File: src/rtl/fetch_stage_pkg.sv
// Shared fetch-stage definitions: reset/instruction-memory window defaults,
// NOP encoding, next-PC opcode encodings and the fetch-address legality check.
package fetch_stage_pkg;

  localparam logic [31:0] PC_RESET_DEF = 32'h0000_3000;
  localparam logic [31:0] IM_BASE_DEF  = 32'h0000_3000;
  localparam logic [31:0] IM_END_DEF   = 32'h0000_6FFF;
  localparam logic [31:0] NOP          = 32'h0000_0000;

  // Next-PC unit opcodes, kept here so every stage agrees on the encoding
  typedef enum logic [1:0] {
    NPC_SEQ    = 2'd0,
    NPC_BRANCH = 2'd1,
    NPC_JUMP   = 2'd2,
    NPC_JR     = 2'd3
  } npc_op_e;

  // A fetch is illegal when misaligned or outside [lo, hi]
  function automatic logic fetch_illegal(input logic [31:0] pc,
                                         input logic [31:0] lo,
                                         input logic [31:0] hi);
    return (pc[1:0] != 2'b00) || (pc < lo) || (pc > hi);
  endfunction

endpackage

File: src/rtl/f_d_reg.sv
// Fetch/decode pipeline register. clr inserts a bubble and wins over en;
// with en low and clr low every field holds.
module f_d_reg
  import fetch_stage_pkg::*;
#(
  parameter logic [31:0] RST_PC = PC_RESET_DEF
) (
  input  logic        clk,
  input  logic        reset,
  input  logic        en,
  input  logic        clr,
  input  logic [31:0] in_pc,
  input  logic [31:0] in_instr,
  input  logic        in_valid,
  input  logic        in_exc,
  output logic [31:0] out_pc,
  output logic [31:0] out_instr,
  output logic        out_valid,
  output logic        out_exc
);

  // Capture, bubble, or hold the F/D entry
  always_ff @(posedge clk or posedge reset) begin
    if (reset) begin
      out_pc    <= RST_PC;
      out_instr <= NOP;
      out_valid <= 1'b0;
      out_exc   <= 1'b0;
    end else if (clr) begin
      out_pc    <= in_pc;
      out_instr <= NOP;
      out_valid <= 1'b0;
      out_exc   <= 1'b0;
    end else if (en) begin
      out_pc    <= in_pc;
      out_instr <= in_instr;
      out_valid <= in_valid;
      out_exc   <= in_exc;
    end
  end

endmodule

File: src/rtl/fetch_stage.sv
// Instruction fetch stage: PC register, fetch-address check, F/D register
// and a count of instructions accepted into F/D.
// Control semantics: stall freezes PC and F/D; flush turns the next F/D
// capture into a bubble even while stalled (PC still obeys stall).
module fetch_stage
  import fetch_stage_pkg::*;
#(
  parameter logic [31:0] PC_RESET = PC_RESET_DEF,
  parameter logic [31:0] IM_BASE  = IM_BASE_DEF,
  parameter logic [31:0] IM_END   = IM_END_DEF
) (
  input  logic        clk,
  input  logic        reset,
  input  logic        stall,
  input  logic        flush,
  input  logic [31:0] npc,
  input  logic [31:0] i_inst_rdata,
  output logic [31:0] i_inst_addr,
  output logic [31:0] F_PC,
  output logic [31:0] D_PC,
  output logic [31:0] D_Instr,
  output logic        D_Valid,
  output logic        D_ExcAdEL,
  output logic [31:0] F_Count
);

  logic [31:0] pc;
  logic [31:0] f_count;
  logic        illegal;
  logic [31:0] fetch_instr;
  logic        valid_capture;

  assign i_inst_addr   = pc;
  assign F_PC          = pc;
  assign illegal       = fetch_illegal(pc, IM_BASE, IM_END);
  // Illegal fetches never forward whatever memory returned
  assign fetch_instr   = illegal ? NOP : i_inst_rdata;
  assign valid_capture = !stall && !flush;
  assign F_Count       = f_count;

  // PC follows npc unless stalled; npc is not range-checked here
  always_ff @(posedge clk or posedge reset) begin
    if (reset) pc <= PC_RESET;
    else if (!stall) pc <= npc;
  end

  // Count instructions that actually enter F/D as valid (wraps naturally)
  always_ff @(posedge clk or posedge reset) begin
    if (reset) f_count <= 32'd0;
    else if (valid_capture) f_count <= f_count + 32'd1;
  end

  f_d_reg #(.RST_PC(PC_RESET)) u_f_d_reg (
    .clk      (clk),
    .reset    (reset),
    .en       (!stall),
    .clr      (flush),
    .in_pc    (pc),
    .in_instr (fetch_instr),
    .in_valid (1'b1),
    .in_exc   (illegal),
    .out_pc   (D_PC),
    .out_instr(D_Instr),
    .out_valid(D_Valid),
    .out_exc  (D_ExcAdEL)
  );

endmodule

File: config.mk
export PLATFORM = sky130hd
export DESIGN_NAME = fetch_stage
export DESIGN_NICKNAME = d
export VERILOG_FILES = /design/src/rtl/fetch_stage_pkg.sv /design/src/rtl/f_d_reg.sv /design/src/rtl/fetch_stage.sv
export SDC_FILE = /design/constraint.sdc
export NUM_CORES = 1
export LEC_CHECK = 0
export CORE_MARGIN = 1
export CORE_UTILIZATION = 47
export DETAILED_ROUTE_END_ITERATION = 7
export GPL_TIMING_DRIVEN = 0
export PLACE_DENSITY_LB_ADDON = 0.15
export REMOVE_ABC_BUFFERS = 1
export SYNTH_ARGS = -nofsm -noshare
export SYNTH_HDL_FRONTEND = slang
export SYNTH_HIERARCHICAL = 1
export SYNTH_SLANG_ARGS = --single-unit
File: constraint.sdc
create_clock -name clk -period 3.8 [get_ports clk]
set_clock_uncertainty 0.2 [all_clocks]
set_input_delay 0.76 -clock clk [delete_from_list [all_inputs] [get_ports clk]]
set_output_delay 0.76 -clock clk [all_outputs]
set_load 0.01 [all_outputs]
==> run_results.csv, run 1 <==
group,metric,value,unit
cells_and_area,mostFrequentLayoutCells,"clkdlybuf4s50_1 (227), dfrtp_1 (126), nor2_1 (36)",
timing,setup_viol,0,
critical_path,start_kind,"input pin",
cells_and_area,drive_gt1_share,16.8,%
floorplan,pin_count,230,
critical_path,required,3.89,ns
timing,period_share,81.4,%
cts,clkLatencyLatePin,0.41,ns
power,ir_drop,0.000255,V
floorplan,core,0.0121,mm2
drt,drtAntennaViolNets,0,
power,power_density,454,mW/mm2
hold_path,hold_class,"register to register",
timing,layout_setup_ws,0.706,ns
drt,vias,4114,
timing,period_minus_slack,3.09,ns
floorplan,fp-row-count,40,
global_route,grt_pass1_vias,4347,
drt,drt-vias-per-instance,4.97,
critical_path,critPathCaptureType,"register",
cells_and_area,final_common_cell,"clkdlybuf4s50_1",
drt,wl,14.7,mm
timing,drv_slew,0,
synth,ys_top_cells_by_area,"dfrtp_1 (53%), mux2_4 (7.6%), mux2_2 (6.7%), mux2i_1 (5.8%), buf_4 (4.1%)",
synth,synth_area_per_cell,13.1,um2
placement,place_area,0.00801,mm2
timing,finalHoldViolCount,0,
cts,clock_path_buffers,2,
drt,drc,0,
cells_and_area,nets,715,
synth,synth_edf_count,0,
floorplan,die_x,114,um
synth,seq_area_frac_synth,55.3,%
cts,postCtsSetupBuffers,0,
cts,cts.sinks,130,
placement,dpl.hpwl,10.2,mm
floorplan,initial_core_util,48.7,%
cts,cts_tree,"yes",
job,cap_violations,0,
timing,fmaxAchievable,323,MHz
timing,fin_hold_ws,0.268,ns
synth,ys.flop_type,"dfrtp_1",
synth,yosysWarnings,6,
synth,yosysTopAreaCell,"dfrtp_1",
outcome,status,"complete, no violations",
critical_path,path_delay_family,"simple AND/OR/NAND/NOR gates",
cells_and_area,multi_input_area,0.00219,mm2
cts,htree_num_levels,4,
global_route,grt_max_degree,67,
critical_path,worstSetupPathType,"input pin to register",
cts,root_buffer,"clkbuf_16",
synth,synthCells,450,
global_route,grt_usage,23.8,%
cells_and_area,fin_area,0.00860,mm2
critical_path,max_stage_delay,1.08,ns
cts,cts_buffers,17,
global_route,grt_overflow,0,
timing,tightest_slew,1.35,ns
drt,drt_iter0_markers,170,
floorplan,fp.dieH,114,um
timing,rsz0062_at_grt,"no",
cells_and_area,area_growth,45.9,%
cts,clk_pin_slew_worst_paths,0.05,ns
cts,holdBufCountCts,0,
synth,async_flop_share,100,%
global_route,antenna_found_initial,0,
global_route,grt_pass1_wl,23.5,mm
placement,pre_cts_ws,0.245,ns
drt,wl_per_cell,17.7,um
power,p_leak,3.77,nW
synth,netlist.area_leader.share,53.5,%
synth,syn_area,0.00589,mm2
critical_path,slowest_stage,"nor3b_1",
floorplan,dieArea,0.0130,mm2
placement,gp_congestion,0.733,
power,power,3.90,mW
critical_path,crit_path_max_fanout,36,
synth,ys_ff_latch,130,
cells_and_area,regArea,0.00326,mm2
critical_path,critPathBufInv,1,
synth,ys_types,34,
cts,ctsResizeCount,0,
critical_path,crit_arrival,3.18,ns
cells_and_area,fill_cells,890,
drt,dr.pass1.iters,4,
timing,slew_headroom,9.66,%
critical_path,crit_chain,"buf_2, and4bb_2, nor3b_1, nand3_1, xnor2_1",
placement,port_buffers,229,
registers in the layout, summed over array words and instances, names as in the netlist:
signal,flops
F_PC,32
u_f_d_reg/out_valid,1
u_f_d_reg/out_pc,32
F_Count,32
u_f_d_reg/out_exc,1
u_f_d_reg/out_instr,32
Yosys cell counts, types with 2 or more instances:
cell and number:
dfrtp_1 126, nor2_1 36, mux2_2 35, mux2i_1 34, and2_1 32, buf_4 32
mux2_4 30, xnor2_1 26, nand3_1 13, nand2_1 12, clkbuf_1 10, nand4_1 9
buf_6 7, inv_1 6, xor2_1 6, and3_1 4, dfstp_2 4, nor3_1 4
nor4_1 4, and4_1 3, buf_12 3, buf_2 2
cell families after synthesis:
| family | synth area share (%) |
|---|---|
| DFF | 55.3 |
| xor gates and xnor gates | 4.75 |
| and+or+nand+nor | 12.0 |
| muxes | 20.1 |
| adders and majority gates | 0.212 |
| other | 0.0636 |
| buffers and inverters | 7.62 |
final cells by class:
type	instances	area share (%)
multi-input cells	260	25.5
diodes	1	0.0291
flip-flops and latches	130	37.9
well taps	168	2.44
inverters	6	0.320
clock buffers	28	6.36
clock inverters	4	0.524
repair buffers	231	26.9
layer usage:
metal	global-route usage, %	vias to the layer above	wire [um]
li1	-	1881	-
met1	27.9	2052	5820
met2	40.4	148	7570
met3	6.54	33	846
met4	11.0	0	444
met5	0	-	0
stage by stage:
step                      setup TNS [ns]  instances  utilization [%]
after detailed placement               0        795             66.1
after global placement           -125.95        793             65.8
final                                  0        828             71.0
after CTS                              0        827             71.0
after global routing                   0        827             71.0
after floorplan                        0        396                -
report_power, final:
group / internal, mW / leakage [nW] / switching, mW
Combinational: 0.433 / 1.82 / 0.261
Sequential: 1.50 / 1.65 / 0.110
Clock: 1.04 / 0.296 / 0.560
Total: 2.97 / 3.77 / 0.931
path summary, 6_finish.rpt:
path	start	end	slack, ns	depth (start not counted)
worst max-delay path	stall	F_Count[12]$_DFFE_PP0P_	0.71	5
worst min-delay path	F_Count[31]$_DFFE_PP0P_	F_Count[31]$_DFFE_PP0P_	0.27	1
worst max register to register	F_Count[0]$_DFFE_PP0P_	F_Count[12]$_DFFE_PP0P_	1.05	5
worst min register to register	F_Count[31]$_DFFE_PP0P_	F_Count[31]$_DFFE_PP0P_	0.27	1
max in group asynchronous	reset	u_f_d_reg/out_instr[22]$_DFFE_PP0P_	2.06	2
min in group asynchronous	reset	F_PC[0]$_DFFE_PP0N_	0.74	2
Note: power is estimated with default switching activity, not from simulation.
==> run 2: changes to the inputs <==
Settings changed: CORE_UTILIZATION 47 to 44.
Clock period 3.8 ns to 2.95 ns, I/O delays scaled along.
==> run 2 against run 1 <==
Effect of this change: count of clock-buffer cells in the layout is 2 higher; total power grew 30%; core utilization shrank 3.7 points; largest cell class unchanged; sequential cell count is the same; critical path depth is 1 lower.
==> run_results.csv, run 2 (synthesis results as in run 1) <==
group,metric,value,unit
cts,clock_path_buffers,2,
critical_path,r2r_cells,4,
drt,drc,0,
critical_path,worstSetupPathType,"register to register",
critical_path,crit_path_max_fanout,9,
timing,rsz0062_at_grt,"no",
placement,place_area,0.00801,mm2
cells_and_area,insertedDiodeCount,0,
floorplan,fp-row-count,41,
cells_and_area,drive_gt1_share,17.0,%
critical_path,r2r_setup_slack,0.27,ns
floorplan,core,0.0128,mm2
drt,wl,14.2,mm
timing,setup_viol,0,
drt,dr.pass1.iters,4,
cells_and_area,mostFrequentLayoutCells,"clkdlybuf4s50_1 (227), dfrtp_1 (126), nor2_1 (36)",
cts,cts_tree,"yes",
cells_and_area,final_common_cell,"clkdlybuf4s50_1",
cells_and_area,nets,715,
global_route,grt_overflow,0,
global_route,grt_usage,21.5,%
cells_and_area,fin_area,0.00863,mm2
drt,wl_per_cell,17.0,um
critical_path,required,3.04,ns
critical_path,r2r-end,"F_Count[28]$_DFFE_PP0P_",
timing,fmaxAchievable,373,MHz
power,ir_drop,0.000411,V
cells_and_area,area_growth,46.4,%
placement,pre_cts_ws,-0.465,ns
floorplan,die_x,118,um
cts,clkLatencyLatePin,0.41,ns
global_route,grt_max_degree,67,
floorplan,dieArea,0.0139,mm2
critical_path,critPathCaptureType,"register",
hold_path,holdPathEnd,"F_Count[31]$_DFFE_PP0P_",
timing,drv_slew,0,
timing,finalHoldViolCount,0,
cts,cts_buffers,17,
cts,postCtsSetupBuffers,0,
hold_path,hold_class,"register to register",
timing,layout_setup_ws,0.269,ns
cts,htree_num_levels,4,
placement,dpl.hpwl,9.73,mm
critical_path,start_kind,"register",
critical_path,crit_arrival,2.77,ns
timing,tightest_slew,1.40,ns
floorplan,pin_count,230,
drt,vias,4073,
cts,root_buffer,"clkbuf_16",
global_route,antenna_found_initial,0,
power,p_leak,3.77,nW
outcome,status,"complete, no violations",
floorplan,initial_core_util,46.0,%
floorplan,fp.dieH,118,um
timing,slew_headroom,5.71,%
timing,period_minus_slack,2.68,ns
timing,period_share,90.9,%
global_route,grt_pass1_wl,22.9,mm
drt,drt_iter0_markers,121,
cts,cts.sinks,130,
global_route,grt_pass1_vias,4190,
placement,gp_congestion,0.773,
hold_path,min-delay-start,"F_Count[31]$_DFFE_PP0P_",
drt,drt-vias-per-instance,4.90,
critical_path,r2r_start,"F_Count[10]$_DFFE_PP0P_",
placement,port_buffers,229,
timing,setup_tns,0,ns
hold_path,holdPathStages,1,
cts,clk_pin_slew_worst_paths,0.05,ns
job,cap_violations,0,
power,power_density,586,mW/mm2
drt,drtAntennaViolNets,0,
==> run 2: where the power goes <==
group	leakage, nW	switching (mW)	internal [mW]
clock	0.303	0.715	1.38
sequential	1.65	0.139	1.93
combinational	1.82	0.329	0.558
total	3.77	1.18	3.87
==> run 2: area by class of cell <==
type                    count  area, um2
fillers                   958       4200
flip-flops and latches    130       3260
inverters                   6       27.5
clock inverters             2       35.0
multi-input cells         260       2200
well taps                 172        215
repair buffers            231       2320
clock buffers              30        574
==> run 2: routing by layer <==
layer | share of wire, % | vias up | global-route usage, %
met2 | 50 | 143 | 35.3
li1 | - | 1878 | -
met3 | 5.2 | 32 | 5.86
met5 | 0 | - | 0
met1 | 42 | 2020 | 25.8
met4 | 3.0 | 0 | 11.1
==> run 2: metrics by stage <==
step           total power [mW]  util [%]  std cells  hold WS [ns]
6_report                   5.06      67.3        831         0.278
5_1_grt                    5.26      67.3        831         0.294
3_5_place_dp               2.99      62.5        799         0.272
2_1_floorplan              2.43         -        396         0.308
3_3_place_gp               2.98      62.2        797         0.264
4_1_cts                    5.12      67.3        831         0.283
==> run 2: worst max path at each step <==
stage / slack [ns] / from / cells past startpoint / to
final: 0.27 / F_Count[10]$_DFFE_PP0P_ / 4 / F_Count[28]$_DFFE_PP0P_
after global routing: 0.12 / F_Count[10]$_DFFE_PP0P_ / 4 / F_Count[28]$_DFFE_PP0P_
after CTS: 0.32 / F_Count[10]$_DFFE_PP0P_ / 4 / F_Count[28]$_DFFE_PP0P_
after detailed placement: -0.46 / stall / 5 / u_f_d_reg/out_pc[30]$_DFFE_PP0P_
after global placement: -2.56 / stall / 4 / u_f_d_reg/out_pc[30]$_DFFE_PP0P_
after floorplan: 0.29 / F_PC[17]$_DFFE_PP0N_ / 6 / u_f_d_reg/out_instr[0]$_DFFE_PP0P_
==> run 2: critical path, stage by stage, from the launching register on <==
cell      delay (ns)
dfrtp_1         0.44
and4_1          0.30
nor4bb_1        1.17
nand4_1         0.24
xnor2_1         0.20
==> run 2: repair_timing <==
action                                  in CTS  in global routing
hold endpoints to repair                     0                  0
resized for setup                            2                  0
hold buffers                                 0                  0
endpoints found under the setup margin       6                  0
